`config.mk`:
```
export PLATFORM = sky130hd
export DESIGN_NAME = inst_rom_arbiter
export DESIGN_NICKNAME = d
export VERILOG_FILES = /design/src/rtl/inst_arb_pkg.sv /design/src/rtl/rsp_slot.sv /design/src/rtl/inst_rom_arbiter.sv
export VERILOG_INCLUDE_DIRS = /design/src /design/src/rtl
export SDC_FILE = /design/constraint.sdc
export NUM_CORES = 1
export LEC_CHECK = 0
export CAP_MARGIN = 20
export CORE_ASPECT_RATIO = 0.8
export CORE_UTILIZATION = 37
export CTS_BUF_LIST = sky130_fd_sc_hd__clkbuf_8
export DETAILED_ROUTE_END_ITERATION = 12
export PLACE_DENSITY = 0.88
export RECOVER_POWER = 100
export SLEW_MARGIN = 30
export SYNTH_ARGS = -nofsm -noshare
export SYNTH_HDL_FRONTEND = slang
export SYNTH_SLANG_ARGS = --single-unit
```
`constraint.sdc`:
```
create_clock -name clk -period 1.4 [get_ports clk]
set_input_delay 0.28 -clock clk [delete_from_list [all_inputs] [get_ports clk]]
set_output_delay 0.28 -clock clk [all_outputs]
set_load 0.01 [all_outputs]
```
`src/rtl/defines.vh`:
```
// rtl/defines.vh - shared chip-enable and zero-word macros for the ROM arbiter
`ifndef INST_ARB_DEFINES_VH
`define INST_ARB_DEFINES_VH
`define CENABLE   1'b1
`define CDISABLE  1'b0
`define ZERO_WORD 32'h0000_0000
`endif

```
`src/rtl/inst_arb_pkg.sv`:
```
// rtl/inst_arb_pkg.sv - shared types and defaults for the instruction ROM arbiter
package inst_arb_pkg;

  localparam int ARB_ADDR_W   = 32;
  localparam int ARB_DATA_W   = 32;
  localparam int DEF_MAX_WAIT = 4;

  typedef enum logic {
    PORT_IF  = 1'b0,
    PORT_DBG = 1'b1
  } port_e;

  typedef struct packed {
    logic                  valid;
    logic [ARB_ADDR_W-1:0] addr;
  } arb_req_t;

  typedef struct packed {
    logic                  valid;
    logic [ARB_DATA_W-1:0] inst;
    logic                  err;
  } arb_rsp_t;

endpackage

```
`src/rtl/rsp_slot.sv`:
```
// rtl/rsp_slot.sv - one-entry registered response slot with load/drain and backpressure
module rsp_slot #(
  parameter int DATA_W = 32
) (
  input  logic              clk,
  input  logic              rst_n,
  input  logic              load,
  input  logic [DATA_W-1:0] load_inst,
  input  logic              load_err,
  input  logic              rsp_ready,
  output logic              rsp_valid,
  output logic [DATA_W-1:0] rsp_inst,
  output logic              rsp_err,
  output logic              slot_free
);

  // A draining slot can accept a new load in the same cycle.
  assign slot_free = !rsp_valid || rsp_ready;

  always_ff @(posedge clk or negedge rst_n) begin
    if (!rst_n) begin
      rsp_valid <= 1'b0;
      rsp_inst  <= '0;
      rsp_err   <= 1'b0;
    end else if (load) begin
      rsp_valid <= 1'b1;
      rsp_inst  <= load_inst;
      rsp_err   <= load_err;
    end else if (rsp_valid && rsp_ready) begin
      rsp_valid <= 1'b0;
    end
  end

endmodule

```
`src/rtl/inst_rom_arbiter.sv`:
```
// rtl/inst_rom_arbiter.sv - IF/debug arbiter for a shared combinational instruction ROM
`include "defines.vh"

module inst_rom_arbiter
  import inst_arb_pkg::*;
#(
  parameter int ADDR_W   = 32,
  parameter int DATA_W   = 32,
  parameter int MAX_WAIT = DEF_MAX_WAIT,
  parameter int WAIT_W   = 3
) (
  input  logic              clk,
  input  logic              rst_n,
  input  logic              if_req_valid,
  output logic              if_req_ready,
  input  logic [ADDR_W-1:0] if_req_addr,
  output logic              if_rsp_valid,
  input  logic              if_rsp_ready,
  output logic [DATA_W-1:0] if_rsp_inst,
  output logic              if_rsp_err,
  input  logic              dbg_req_valid,
  output logic              dbg_req_ready,
  input  logic [ADDR_W-1:0] dbg_req_addr,
  output logic              dbg_rsp_valid,
  input  logic              dbg_rsp_ready,
  output logic [DATA_W-1:0] dbg_rsp_inst,
  output logic              dbg_rsp_err,
  output logic              rom_cen,
  output logic [ADDR_W-1:0] rom_addr,
  input  logic [DATA_W-1:0] rom_inst
);

  arb_req_t [1:0]    req;
  logic [1:0]        slot_free;
  logic [1:0]        elig;
  logic [1:0]        fire;
  logic              gnt_any;
  port_e             gnt_port;
  logic [ADDR_W-1:0] sel_addr;
  logic              aligned;
  logic [DATA_W-1:0] load_inst;
  logic [WAIT_W-1:0] wait_cnt;

  assign req[PORT_IF]  = '{valid: if_req_valid,  addr: ARB_ADDR_W'(if_req_addr)};
  assign req[PORT_DBG] = '{valid: dbg_req_valid, addr: ARB_ADDR_W'(dbg_req_addr)};

  assign elig[PORT_IF]  = req[PORT_IF].valid  && slot_free[PORT_IF];
  assign elig[PORT_DBG] = req[PORT_DBG].valid && slot_free[PORT_DBG];

  // IF wins ties unless debug has already lost MAX_WAIT cycles in a row.
  always_comb begin
    gnt_any  = 1'b0;
    gnt_port = PORT_IF;
    if (elig[PORT_DBG] && (!elig[PORT_IF] || wait_cnt >= WAIT_W'(MAX_WAIT))) begin
      gnt_any  = 1'b1;
      gnt_port = PORT_DBG;
    end else if (elig[PORT_IF]) begin
      gnt_any  = 1'b1;
      gnt_port = PORT_IF;
    end
  end

  assign fire[PORT_IF]  = gnt_any && rst_n && (gnt_port == PORT_IF);
  assign fire[PORT_DBG] = gnt_any && rst_n && (gnt_port == PORT_DBG);
  assign if_req_ready   = fire[PORT_IF];
  assign dbg_req_ready  = fire[PORT_DBG];

  assign sel_addr  = (gnt_any && rst_n) ? ADDR_W'(req[gnt_port].addr) : '0;
  assign aligned   = (sel_addr[1:0] == 2'b00);
  assign rom_addr  = sel_addr;
  assign rom_cen   = (gnt_any && rst_n && aligned) ? `CENABLE : `CDISABLE;
  assign load_inst = aligned ? rom_inst : DATA_W'(`ZERO_WORD);

  always_ff @(posedge clk or negedge rst_n) begin
    if (!rst_n) begin
      wait_cnt <= '0;
    end else if (!dbg_req_valid || fire[PORT_DBG]) begin
      wait_cnt <= '0;
    end else if (elig[PORT_DBG] && wait_cnt != WAIT_W'(MAX_WAIT)) begin
      wait_cnt <= wait_cnt + WAIT_W'(1);
    end
  end

  rsp_slot #(.DATA_W(DATA_W)) u_if_slot (
    .clk       (clk),
    .rst_n     (rst_n),
    .load      (fire[PORT_IF]),
    .load_inst (load_inst),
    .load_err  (!aligned),
    .rsp_ready (if_rsp_ready),
    .rsp_valid (if_rsp_valid),
    .rsp_inst  (if_rsp_inst),
    .rsp_err   (if_rsp_err),
    .slot_free (slot_free[PORT_IF])
  );

  rsp_slot #(.DATA_W(DATA_W)) u_dbg_slot (
    .clk       (clk),
    .rst_n     (rst_n),
    .load      (fire[PORT_DBG]),
    .load_inst (load_inst),
    .load_err  (!aligned),
    .rsp_ready (dbg_rsp_ready),
    .rsp_valid (dbg_rsp_valid),
    .rsp_inst  (dbg_rsp_inst),
    .rsp_err   (dbg_rsp_err),
    .slot_free (slot_free[PORT_DBG])
  );

endmodule

```
# Word-level counts from Yosys, hierarchy flattened
# Cells that the tools add are included.
# totals
in_bits,102
reg_bits,71
output_inout_bits,103
wordCells,49
# classes
n_reduce_logical,23
add_sub_neg,1
bitwise,1
magnitude_cmp,2
n_eq_ne,1
mux,14
# ops
cell,n
$mux 32,4
$logic_and 1x1->1,10
$mux 1,8
$mux 3,2
$reduce_bool 2->1,3
$logic_not 1->1,5
$logic_or 1x1->1,4
$add 3x1->3 const B,1
$ge 3x3->1 const B,1
$ne 3x3->1 const B,1
$logic_not 2->1,1
$lt 1x2->1 const B,1
$not 1->1,1

# Longest topological paths before layout
# Gate-level depths: netlist (run 1).
# logic_depth
word_depth,13
depth_mapped,6
mapped_depth_nobuf,5

# By module
# A second synthesis (run 1) with hierarchy kept.
# unflattened
cells_unflattened,250
area_unflattened_um2,3721.1
# modules_own_cells
module,cells_each,seq_area_each_um2,n_inst,area_per_inst_um2
rsp_slot,73,850.8,2,1415.1
inst_rom_arbiter,104,75.1,1,890.9

# Worst setup path after synthesis (run 1)
# Ideal clock, no wire load.
# synth_timing
path_type,register -> output
from,register u_dbg_slot.rsp_valid
to,output port rom_cen
path_slack_ns,-0.147
t_arrival_ns,1.267
n_path_buf,2
stages_incl_launch_ff,6
required_time_ns,1.120
path_cell_list,dfrtp_1 -> and2b_4 -> o2111ai_1 -> buf_4 -> buf_6 -> o22ai_1
# synth_via
elab_chain_cells,11
word_cells_on_any_way,13
classes_between,mux (6); reduce/logical (7)
# synth_rtl
item,line_no,source
"start, declared",rsp_slot.sv:11,"output logic rsp_valid,"
"start signal, assigned",rsp_slot.sv:22,rsp_valid <= 1'b0;
"start signal, assigned",rsp_slot.sv:26,rsp_valid <= 1'b1;
"start signal, assigned",rsp_slot.sv:30,rsp_valid <= 1'b0;
$logic_not 1->1 (*),rsp_slot.sv:18,assign slot_free = !rsp_valid || rsp_ready;
$logic_or 1x1->1 (*),rsp_slot.sv:18,
$logic_and 1x1->1 (*),inst_rom_arbiter.sv:48,assign elig[PORT_DBG] = req[PORT_DBG].valid && slot_free[PORT_DBG];
$logic_and 1x1->1 (*),inst_rom_arbiter.sv:54,if (elig[PORT_DBG] && (!elig[PORT_IF] || wait_cnt >= WAIT_W'(MAX_WAIT))) begin
$mux 1,inst_rom_arbiter.sv:54,
$mux 32 (not written as such) (2 in series),inst_rom_arbiter.sv:68,assign sel_addr = (gnt_any && rst_n) ? ADDR_W'(req[gnt_port].addr) : '0;
$mux 32,inst_rom_arbiter.sv:68,
$logic_not 2->1,inst_rom_arbiter.sv:69,assign aligned = (sel_addr[1:0] == 2'b00);
$logic_and 1x1->1 (*),inst_rom_arbiter.sv:71,assign rom_cen = (gnt_any && rst_n && aligned) ? `CENABLE : `CDISABLE;
$mux 1 (no source line) (*),n/a,
"end, declared",inst_rom_arbiter.sv:28,"output logic rom_cen,"
# Every way passes the cells marked *; elsewhere a longest branch is shown, timed or not. The select of a mux whose other input is x is not followed.

# Final worst setup path (run 1)
# layout_timing
from,register wait_cnt[2]
to,output port rom_cen
# layout_via
elab_chain_cells,10
word_cells_on_any_way,12
classes_between,order compare (1); mux (6); reduce/logical (5)
# layout_rtl
item,line_no,source
"start, declared",inst_rom_arbiter.sv:42,logic [WAIT_W-1:0] wait_cnt;
"start signal, assigned",inst_rom_arbiter.sv:80,wait_cnt <= wait_cnt + WAIT_W'(1);
$ge 3x3->1 (*),inst_rom_arbiter.sv:54,
$logic_or 1x1->1 (*),inst_rom_arbiter.sv:54,
$logic_and 1x1->1 (*),inst_rom_arbiter.sv:54,
$mux 1,inst_rom_arbiter.sv:54,
$mux 32 (not written as such) (2 in series),inst_rom_arbiter.sv:68,
$mux 32,inst_rom_arbiter.sv:68,
$logic_not 2->1,inst_rom_arbiter.sv:69,
$logic_and 1x1->1 (*),inst_rom_arbiter.sv:71,
$mux 1 (no source line) (*),n/a,
# Marks and branches as above.

==> impl_metrics.csv, run 1 <==
group,metric,value,unit
run_status,status,"complete, but fails checks",
run_status,violations,"negative setup slack",
worst_setup_path,cp_top_family,"buffers and inverters",
yosys,synth_fp_nets,530,
yosys,ys_types,28,
global_routing,globalRouteTotalUtil,26.1,%
floorplanning,ios,205,
timing,min_period,2.12,ns
yosys,synth_top_area_share,47.0,%
power,intPower,4610,µW
clocking,cts_tree,"built",
floorplanning,die_y,92.4,µm
worst_setup_path,worst-path-buf-inv,2,
timing,relSlewSlack,31.3,%
routing,drt-wirelength-per-cell,17.5,µm
worst_setup_path,critPathLaunchType,"register",
timing,worst_pin_slew,1.03,ns
timing,min_period_over_period,152,%
worst_setup_path,cp_max_fo,17,
cells_and_area,n_antenna_cell,0,
yosys,ys_seq_area_share,47.0,%
yosys,yosys.area_share.xor_xnor,0,%
clocking,cts.clk_slew.worst_paths,0.08,ns
floorplanning,initial_core_util,38.7,%
timing,hold_viol,0,
clocking,cts_buffer_depth,2,
cells_and_area,areaGrowthSynthToFinish,84.0,%
clocking,clock_sinks,71,
yosys,synth-simple-area-share,15.2,%
routing,dr.pass1.iters,5,
power,swShare,28.6,%
cells_and_area,drive_above_1_share,20.0,%
cells_and_area,final_core_util,71.2,%
power,p_sw,1840,µW
worst_setup_path,crit_type,"reg -> out",
global_routing,grt_max_degree,43,
yosys,yosys.area_share.adder,0.662,%
floorplanning,core_region_area,9770,µm²
power,power.share.clock,30.3,%
floorplanning,die_area,10600,µm²
yosys,syn_area_per_cell,8.88,µm²
timing,tns,-37.14,ns
power,powerDensity,927,nW/µm²
yosys,syn_area,3780,µm²
floorplanning,die_width,115,µm
yosys,synthMuxAreaShare,17.2,%
routing,drc,0,
global_routing,antenna_found_initial,0,
routing,num_vias,4015,
cells_and_area,nFillCells,742,
routing,ant_nets,0,
clocking,clockRootBuffer,"clkbuf_8",
timing,clock.fmax,471,MHz
clocking,cts_buffers,9,
timing,rsz0062_at_grt,"true",
yosys,synth_top_family_by_area,"multiplexers",
yosys,yosys_warnings,0,
timing,fin_ws,-0.724,ns
routing,drt_iter0_drc,272,
worst_setup_path,slowest_delay,0.40,ns
routing,drt_wl_total,14200,µm
worst_setup_path,required,1.12,ns
place,io_buffers,204,
global_routing,grt_pass1_vias,4128,
worst_setup_path,arrival,1.84,ns
worst_setup_path,critical_path.cell_chain,"nand2b_4 -> o211ai_1 -> bufbuf_16 -> o22ai_1 -> clkdlybuf4s15_1",
global_routing,grt_overflow_total,0,
place,gp_congestion,0.894,
floorplanning,row_count,32,
worst_setup_path,crit_path_end_kind,"output pin",
power,p_leak,0.00396,µW
worst_setup_path,critPathSlowestCell,"dfrtp_1",
timing,fin_skew,0.00822,ns
global_routing,grt_pass1_wl,21000,µm
yosys,yosys.area.top_type,"dfrtp_1",
yosys,synth-compound-area-share,8.50,%
yosys,ys_ff_latch,71,
timing,setup_viol,106,
yosys,synth_area_leaders,"dfrtp_1, mux2i_1, nand2_1, inv_1, o22ai_1",
place,hpwl,9000,µm
min_path,holdCritPathClass,"in -> async",
clocking,h-tree-depth,3,
routing,via_per_inst,4.95,
power,seq_power_share,37.8,%
clocking,clkLatencyLatePin,0.35,ns
timing,slew_viol_final,0,
run,cap_viol_max_count,0,
power,vdd_drop_max,723,µV
yosys,netlist_instances,426,
cells_and_area,nets,774,
power,p_comb_share,31.8,%
==> final cells by class <==
| cell class | instances | area (µm²) | share of cell area, % |
|---|---|---|---|
| clock buffers | 9 | 124 | 1.78 |
| clock inverters | 7 | 114 | 1.64 |
| inverters | 69 | 262 | 3.76 |
| multi-input cells | 258 | 1760 | 25.3 |
| flip-flops and latches | 71 | 1780 | 25.5 |
| well taps | 136 | 170 | 2.45 |
| repair buffers | 261 | 2750 | 39.5 |
==> routing by layer <==
layer | GRT usage, % | routed length (µm) | vias to the layer above
li1 | - | - | 1862
met1 | 32.0 | 6030 | 1965
met2 | 43.8 | 7060 | 154
met3 | 6.94 | 848 | 34
met4 | 9.96 | 284 | 0
met5 | 0 | 0 | -
==> stage by stage <==
step / setup slack (ns) / hold WS [ns] / instances / power, µW / cell area [µm²]
2_1_floorplan: -0.135 / -0.0156 / 426 / 3180 / 3810
3_3_place_gp: -0.896 / 0.342 / 766 / 4310 / 6140
3_5_place_dp: -0.943 / 0.348 / 766 / 4370 / 6140
4_1_cts: -0.676 / 0.149 / 807 / 6450 / 6690
5_1_grt: -0.771 / 0.386 / 811 / 6730 / 6960
6_report: -0.724 / 0.350 / 811 / 6450 / 6960
==> layout by cell type (no fill, tap or decap), types with 2 or more instances in the layout <==
cell / count
bufinv_16: 3
dlymetal6s2s_1: 23
o31ai_1: 2
clkbuf_8: 9
buf_2: 32
dlymetal6s4s_1: 24
o211ai_1: 2
dlygate4sd2_1: 20
buf_16: 4
buf_4: 18
buf_8: 5
nand4_1: 2
clkbuf_1: 5
clkbuf_16: 3
nand2_1: 131
clkbuf_2: 2
nand2b_1: 3
o22ai_1: 17
o22ai_4: 3
buf_6: 13
buf_12: 11
ha_1: 2
clkdlybuf4s50_1: 98
mux2i_1: 62
o22ai_2: 13
a211oi_2: 2
inv_1: 70
dfrtp_1: 71
nor2_2: 2
==> cells by family (layout without fill, tap and decap cells) <==
family / count (synthesis) / in the layout
mux: 65 / 65
flops: 71 / 71
compound gates: 46 / 46
fa+ha+maj: 2 / 2
buf+inv: 97 / 346
simple gates: 145 / 145
==> power by group through the flow <==
stage                     registers [µW]  clock network, µW  logic, µW
after floorplan                     2580                  0        597
after global placement              2470                  0       1840
after detailed placement            2480                  0       1890
final                               2440               1960       2050
after CTS                           2440               2000       2000
after global routing                2470               2080       2190
==> path summary, 6_finish.rpt <==
check | startpoint | endpoint | slack, ns | cells past startpoint
max in group asynchronous | rst_n | wait_cnt[0]$_DFFE_PN0P_ | 0.41 | 3
worst min register to register | u_dbg_slot.rsp_inst[25]$_DFFE_PN0P_ | u_dbg_slot.rsp_inst[25]$_DFFE_PN0P_ | 0.52 | 2
worst min-delay path | rst_n | u_dbg_slot.rsp_inst[21]$_DFFE_PN0P_ | 0.35 | 2
min in group clk | rst_n | u_dbg_slot.rsp_err$_DFFE_PN0P_ | 0.41 | 3
worst max-delay path | wait_cnt[2]$_DFFE_PN0P_ | rom_cen | -0.72 | 5
worst max register to register | u_dbg_slot.rsp_valid$_DFFE_PN0P_ | u_if_slot.rsp_err$_DFFE_PN0P_ | -0.34 | 7
==> timing repair <==
action / in CTS / in global routing
hold buffers: 1 / 0
pin swaps: 3 / 20
buffers inserted: 16 / 10
hold endpoints to repair: 8 / 0
setup endpoints to repair: 174 / 155
gates resized for setup: 189 / 98
gates cloned: 8 / 3
==> worst reg2reg max path, stage by stage (launching register included) <==
cell and delay [ns]:
dfrtp_1 0.41, and2b_4 0.19, buf_6 0.12, o2111ai_4 0.21, buf_6 0.15, buf_8 0.13
buf_12 0.13, mux2_4 0.29
==> state kept, by name, summed over array words and instances (netlist names) <==
| register | count |
|---|---|
| u_if_slot.rsp_valid | 1 |
| wait_cnt | 3 |
| u_if_slot.rsp_inst | 32 |
| u_dbg_slot.rsp_valid | 1 |
| u_dbg_slot.rsp_inst | 32 |
| u_dbg_slot.rsp_err | 1 |
| u_if_slot.rsp_err | 1 |
==> cells in the mapped netlist (all sizes together) <==
master	number
o2111a	1
a2111oi	2
a211oi	3
nor2	2
ha	2
clkbuf	11
dfrtp	71
inv	69
o22a	1
a31oi	1
o2111ai	1
and2b	1
or2	2
mux2	1
mux2i	64
nand2	132
o22ai	33
o31ai	2
nand4	2
nor2b	1
buf	17
o211ai	2
and2	1
nand2b	4
Note: power is estimated with default switching activity, not from simulation.
==> inputs of run 2 (changes only) <==
--- a/config.mk
+++ b/config.mk
@@ -8,10 +8,10 @@
 export LEC_CHECK = 0
 export CAP_MARGIN = 20
 export CORE_ASPECT_RATIO = 0.8
-export CORE_UTILIZATION = 37
+export CORE_UTILIZATION = 44
 export CTS_BUF_LIST = sky130_fd_sc_hd__clkbuf_8
 export DETAILED_ROUTE_END_ITERATION = 12
-export PLACE_DENSITY = 0.88
+export PLACE_DENSITY_LB_ADDON = 0.08
 export RECOVER_POWER = 100
 export SLEW_MARGIN = 30
 export SYNTH_ARGS = -nofsm -noshare
==> constraint.sdc (replaced) <==
create_clock -name clk -period 2.6 [get_ports clk]
set_input_delay 0.52 -clock clk [delete_from_list [all_inputs] [get_ports clk]]
set_output_delay 0.52 -clock clk [all_outputs]
set_load 0.01 [all_outputs]
==> impl_metrics.csv, run 2 (synthesis gave the netlist of run 1 again) <==
group,metric,value,unit
worst_setup_path,arrival,2.06,ns
worst_setup_path,critPathLaunchType,"input pin",
clocking,clockRootBuffer,"clkbuf_8",
floorplanning,die_area,8970,µm²
worst_setup_path,critPathSlowestCell,"clkdlybuf4s50_1",
power,vdd_drop_max,427,µV
cells_and_area,nFillCells,611,
place,pre_cts_ws,-0.318,ns
timing,setup_viol,0,
worst_setup_path,slowest_delay,0.54,ns
worst_setup_path,crit_path_end_kind,"output pin",
cells_and_area,n_antenna_cell,0,
clocking,cts_buffers,9,
timing,min_period_over_period,99.2,%
run,cap_viol_max_count,0,
power,power.total,3060,µW
floorplanning,die_width,106,µm
timing,min_period,2.58,ns
routing,ant_nets,0,
worst_setup_path,cp_num_cells,5,
timing,fin_ws,0.0202,ns
power,p_leak,0.00294,µW
clocking,clkLatencyLatePin,0.34,ns
global_routing,grt_pass1_vias,3727,
routing,num_vias,3685,
routing,via_per_inst,4.87,
global_routing,antenna_found_initial,0,
timing,whs,0.298,ns
routing,drt-wirelength-per-cell,15.4,µm
cells_and_area,nets,748,
clocking,cts_tree,"built",
timing,worst_pin_slew,0.962,ns
floorplanning,initial_core_util,46.5,%
clocking,clock_sinks,71,
cells_and_area,drive_above_1_share,9.55,%
floorplanning,core_region_area,8130,µm²
clocking,cts_buffer_depth,2,
global_routing,globalRouteTotalUtil,26.4,%
power,powerDensity,493,nW/µm²
floorplanning,ios,205,
worst_setup_path,crit_type,"in -> out",
clocking,cts.clk_slew.worst_paths,0.08,ns
place,placed_cell_area,6020,µm²
cells_and_area,fin_area,6210,µm²
global_routing,grt_max_degree,41,
floorplanning,row_count,29,
worst_setup_path,worst-path-buf-inv,3,
timing,clock.fmax,388,MHz
timing,slew_viol_final,0,
worst_setup_path,cp_top_family,"buffers and inverters",
place,io_buffers,204,
worst_setup_path,cp_common_cell,"clkdlybuf4s50_1",
worst_setup_path,cp_max_fo,4,
timing,tns,0,ns
global_routing,grt_overflow_total,0,
cells_and_area,mostFrequentLayoutCells,"nand2_1, clkdlybuf4s50_1, dfrtp_1",
worst_setup_path,critical_path.cell_chain,"clkdlybuf4s50_1 -> nand2b_1 -> buf_4 -> o2111a_2 -> clkdlybuf4s50_1",
timing,rsz0062_at_grt,"true",
timing,relSlewSlack,35.9,%
worst_setup_path,required,2.08,ns
clocking,cts_hold_buf,0,
routing,drt_iter0_drc,166,
floorplanning,die_y,84.9,µm
cells_and_area,areaGrowthSynthToFinish,64.2,%
clocking,h-tree-depth,3,
timing,fin_skew,0.00633,ns
min_path,holdCritPathClass,"in -> async",
worst_setup_path,r2r_cells,5,
run_status,status,"finished, final reports clean",
routing,drc,0,
timing,hold_viol,0,
cells_and_area,reg.largest.list,"u_dbg_slot.rsp_inst x32, u_if_slot.rsp_inst x32, wait_cnt x3",
global_routing,grt_pass1_wl,18400,µm
routing,drt_wl_total,11700,µm
cells_and_area,final_common_cell,"nand2_1",
place,gp_congestion,0.854,
routing,dr.pass1.iters,4,
place,hpwl,8610,µm
## run 2: power breakdown
group,internal (µW),switching [µW],total (µW)
Combinational,527,428,956
Clock,356,441,797
Sequential,1240,71.8,1310
Total,2120,941,3060
## run 2: per-layer routing
layer / vias to the layer above / share of wire (%) / global-route usage [%]
met2: 143 / 50 / 46.7
met3: 20 / 7.8 / 8.53
met4: 0 / 2.0 / 8.33
li1: 1804 / - / -
met1: 1718 / 40 / 30.5
met5: - / 0 / 0
## run 2: repair_timing
| item | in CTS | in global routing |
|---|---|---|
| gates cloned | 0 | 1 |
| setup buffers | 4 | 1 |
| resized for setup | 36 | 37 |
| setup endpoints to repair | 34 | 31 |
| pin swaps | 2 | 1 |
| endpoints found under the hold margin | 0 | 0 |
## run 2: final cells by class
| class | count | area [µm²] | area share, % |
|---|---|---|---|
| clock buffer | 9 | 124 | 2.00 |
| timing repair buffer | 235 | 2260 | 36.4 |
| clock inverter | 7 | 55.1 | 0.887 |
| inverter | 69 | 259 | 4.17 |
| sequential | 71 | 1780 | 28.6 |
| tap | 108 | 135 | 2.18 |
| multi-input combinational | 258 | 1600 | 25.8 |
## run 2: through the flow
stage,util (%),cells
after global routing,76.4,757
final,76.4,757
after CTS,76.2,755
after global placement,74.1,735
after floorplan,-,426
after detailed placement,74.1,735
## run 2: path summary, 6_finish.rpt
path | endpoint | slack (ns) | start
worst max-delay path | dbg_req_ready | 0.02 | dbg_rsp_ready
worst min-delay path | u_dbg_slot.rsp_inst[25]$_DFFE_PN0P_ | 0.30 | rst_n
worst max register to register | u_if_slot.rsp_err$_DFFE_PN0P_ | 0.58 | u_dbg_slot.rsp_valid$_DFFE_PN0P_
worst min register to register | u_if_slot.rsp_err$_DFFE_PN0P_ | 0.51 | u_if_slot.rsp_err$_DFFE_PN0P_
max in group asynchronous | u_dbg_slot.rsp_inst[23]$_DFFE_PN0P_ | 1.45 | rst_n
min in group clk | u_if_slot.rsp_err$_DFFE_PN0P_ | 0.51 | u_if_slot.rsp_err$_DFFE_PN0P_
==> inputs of run 3 (changes only) <==
--- a/config.mk
+++ b/config.mk
@@ -7,10 +7,13 @@
 export NUM_CORES = 1
 export LEC_CHECK = 0
 export CAP_MARGIN = 20
+export CELL_PAD_IN_SITES_DETAIL_PLACEMENT = 1
+export CELL_PAD_IN_SITES_GLOBAL_PLACEMENT = 1
 export CORE_ASPECT_RATIO = 0.8
-export CORE_UTILIZATION = 44
+export CORE_UTILIZATION = 50
 export CTS_BUF_LIST = sky130_fd_sc_hd__clkbuf_8
 export DETAILED_ROUTE_END_ITERATION = 12
+export DONT_BUFFER_PORTS = 1
 export PLACE_DENSITY_LB_ADDON = 0.08
 export RECOVER_POWER = 100
 export SLEW_MARGIN = 30
==> constraint.sdc (replaced) <==
create_clock -name clk -period 2.6 [get_ports clk]
set_input_delay 0.26 -clock clk [delete_from_list [all_inputs] [get_ports clk]]
set_output_delay 0.26 -clock clk [all_outputs]
set_load 0.01 [all_outputs]
==> impl_metrics.csv, run 3 (synthesis gave the netlist of run 1 again) <==
group,metric,value,unit
worst_setup_path,worst-path-buf-inv,1,
clocking,clockRootBuffer,"clkbuf_8",
run_status,status,"complete, but fails checks",
routing,route.met3.wl,899,µm
worst_setup_path,required,2.34,ns
clocking,clock_sinks,71,
floorplanning,die_area,7920,µm²
clocking,cts_tree,"built",
clocking,cts.clk_slew.worst_paths,0.08,ns
cells_and_area,nFillCells,841,
global_routing,grt_max_degree,72,
timing,relSlewSlack,-14.8,%
timing,fin_skew,0.0166,ns
timing,worst_pin_slew,1.72,ns
timing,hold_viol,0,
floorplanning,ios,205,
cells_and_area,areaGrowthSynthToFinish,5.82,%
timing,min_period_over_period,89.6,%
worst_setup_path,r2r_slack,0.37,ns
routing,highest_layer,"met4",
timing,setup_viol,0,
worst_setup_path,slowest_delay,0.44,ns
power,powerDensity,657,nW/µm²
place,pre_cts_ws,0.685,ns
worst_setup_path,crit_path_start,"u_dbg_slot.rsp_valid$_DFFE_PN0P_",
worst_setup_path,critical_path.cell_chain,"and2b_1 -> o211ai_1 -> clkbuf_2 -> o22ai_1",
routing,drt_wl_total,10200,µm
worst_setup_path,critPathSlowestCell,"o22ai_1",
timing,slew_viol_final,72,
power,vdd_drop_max,426,µV
global_routing,grt_pass1_wl,15500,µm
timing,fin_ws,0.269,ns
place,gp_congestion,0.750,
cells_and_area,nets,522,
clocking,cts_buffer_depth,2,
worst_setup_path,crit_type,"reg -> out",
routing,dr.pass1.iters,4,
run_status,violations,"max-capacitance violations, max-slew violations",
floorplanning,initial_core_util,53.3,%
timing,clock.fmax,429,MHz
place,placed_cell_area,3820,µm²
routing,drt-wirelength-per-cell,19.9,µm
cells_and_area,final_common_cell,"nand2_1",
timing,tns,0,ns
routing,dr_wl_met2,5140,µm
clocking,h-tree-depth,3,
floorplanning,die_y,79.8,µm
worst_setup_path,rr_startpoint,"u_dbg_slot.rsp_valid$_DFFE_PN0P_",
routing,via_per_inst,5.66,
routing,ant_nets,0,
cells_and_area,fin_area,4000,µm²
timing,whs,0.0388,ns
global_routing,globalRouteTotalUtil,25.9,%
worst_setup_path,cp_num_cells,4,
global_routing,grt_overflow_total,0,
floorplanning,die_width,99.2,µm
cells_and_area,n_antenna_cell,0,
global_routing,antenna_found_initial,0,
worst_setup_path,cp_top_family,"compound AO/OA/AOI/OAI gates",
min_path,holdCritPathClass,"in -> reg",
worst_setup_path,arrival,2.07,ns
worst_setup_path,r2r_end,"u_dbg_slot.rsp_inst[10]$_DFFE_PN0P_",
timing,min_period,2.33,ns
worst_setup_path,r2r_cells,4,
routing,drt_iter0_drc,153,
place,io_buffers,0,
clocking,clkLatencyLatePin,0.34,ns
floorplanning,core_region_area,7090,µm²
run,cap_viol_max_count,1,
timing,rsz0062_at_grt,"false",
place,hpwl,7100,µm
cells_and_area,drive_above_1_share,6.38,%
worst_setup_path,cp-endpoint,"rom_addr[24]",
worst_setup_path,critPathLaunchType,"register",
routing,drc,0,
worst_setup_path,crit_path_end_kind,"output pin",
worst_setup_path,cp_max_fo,32,
min_path,holdPathStages,2,
routing,num_vias,2886,
cells_and_area,reg.largest.list,"u_dbg_slot.rsp_inst x32, u_if_slot.rsp_inst x32, wait_cnt x3",
routing,met1Wirelength,3980,µm
power,p_leak,0.00194,µW
global_routing,grt_pass1_vias,3078,
clocking,cts_buffers,9,
cells_and_area,mostFrequentLayoutCells,"nand2_1, inv_1, dfrtp_1",
floorplanning,row_count,27,
[run 3: changes by cell type in the layout (fill, tap and decap cells not counted), sizes merged]
cell	delta
dlygate4sd3	-45
clkinvlp	-2
dlygate4sd2	-6
bufinv	+1
clkdlybuf4s15	-22
buf	-22
inv	+1
clkbuf	-9
clkdlybuf4s50	-122
[run 3: metrics by stage]
stage	power, µW	utilization, %	std cells
3_5_place_dp	1800	53.8	492
4_1_cts	2670	56.9	510
2_1_floorplan	1710	-	426
3_3_place_gp	1770	53.8	492
5_1_grt	2750	56.4	510
6_report	2630	56.4	510
[run 3: worst min-delay path by stage]
stage / startpoint / slack [ns] / to
floorplan: rst_n / -0.04 / u_dbg_slot.rsp_err$_DFFE_PN0P_
global placement: rst_n / -0.03 / u_if_slot.rsp_inst[5]$_DFFE_PN0P_
detailed placement: rst_n / -0.03 / u_if_slot.rsp_inst[9]$_DFFE_PN0P_
CTS: rom_inst[18] / 0.03 / u_if_slot.rsp_inst[18]$_DFFE_PN0P_
global route: rom_inst[10] / 0.03 / u_if_slot.rsp_inst[10]$_DFFE_PN0P_
finish: rom_inst[4] / 0.04 / u_if_slot.rsp_inst[4]$_DFFE_PN0P_
[run 3: layer usage]
layer	GRT usage, %	vias up
li1	-	1348
met1	28.5	1409
met2	47.2	116
met3	9.81	13
met4	6.76	0
met5	0	-
[run 3: final cells by class]
cell class / count / area, µm² / share of cell area (%)
timing repair buffer: 9 / 85.1 / 2.13
tap: 87 / 109 / 2.72
clock inverter: 7 / 58.8 / 1.47
sequential: 71 / 1780 / 44.4
multi-input combinational: 258 / 1590 / 39.7
inverter: 69 / 259 / 6.47
clock buffer: 9 / 124 / 3.10
[run 3: report_power, final]
part	internal [µW]	total (µW)	leakage (µW)	switching [µW]
Combinational	148	385	0.000881	237
Sequential	1240	1410	0.000946	173
Clock	430	832	0.000108	402
[run 3: what timing repair did]
action | CTS | global route
endpoints found under the hold margin | 71 | 0
setup buffers | 0 | 0
resized for setup | 0 | 0
hold buffers | 2 | 0
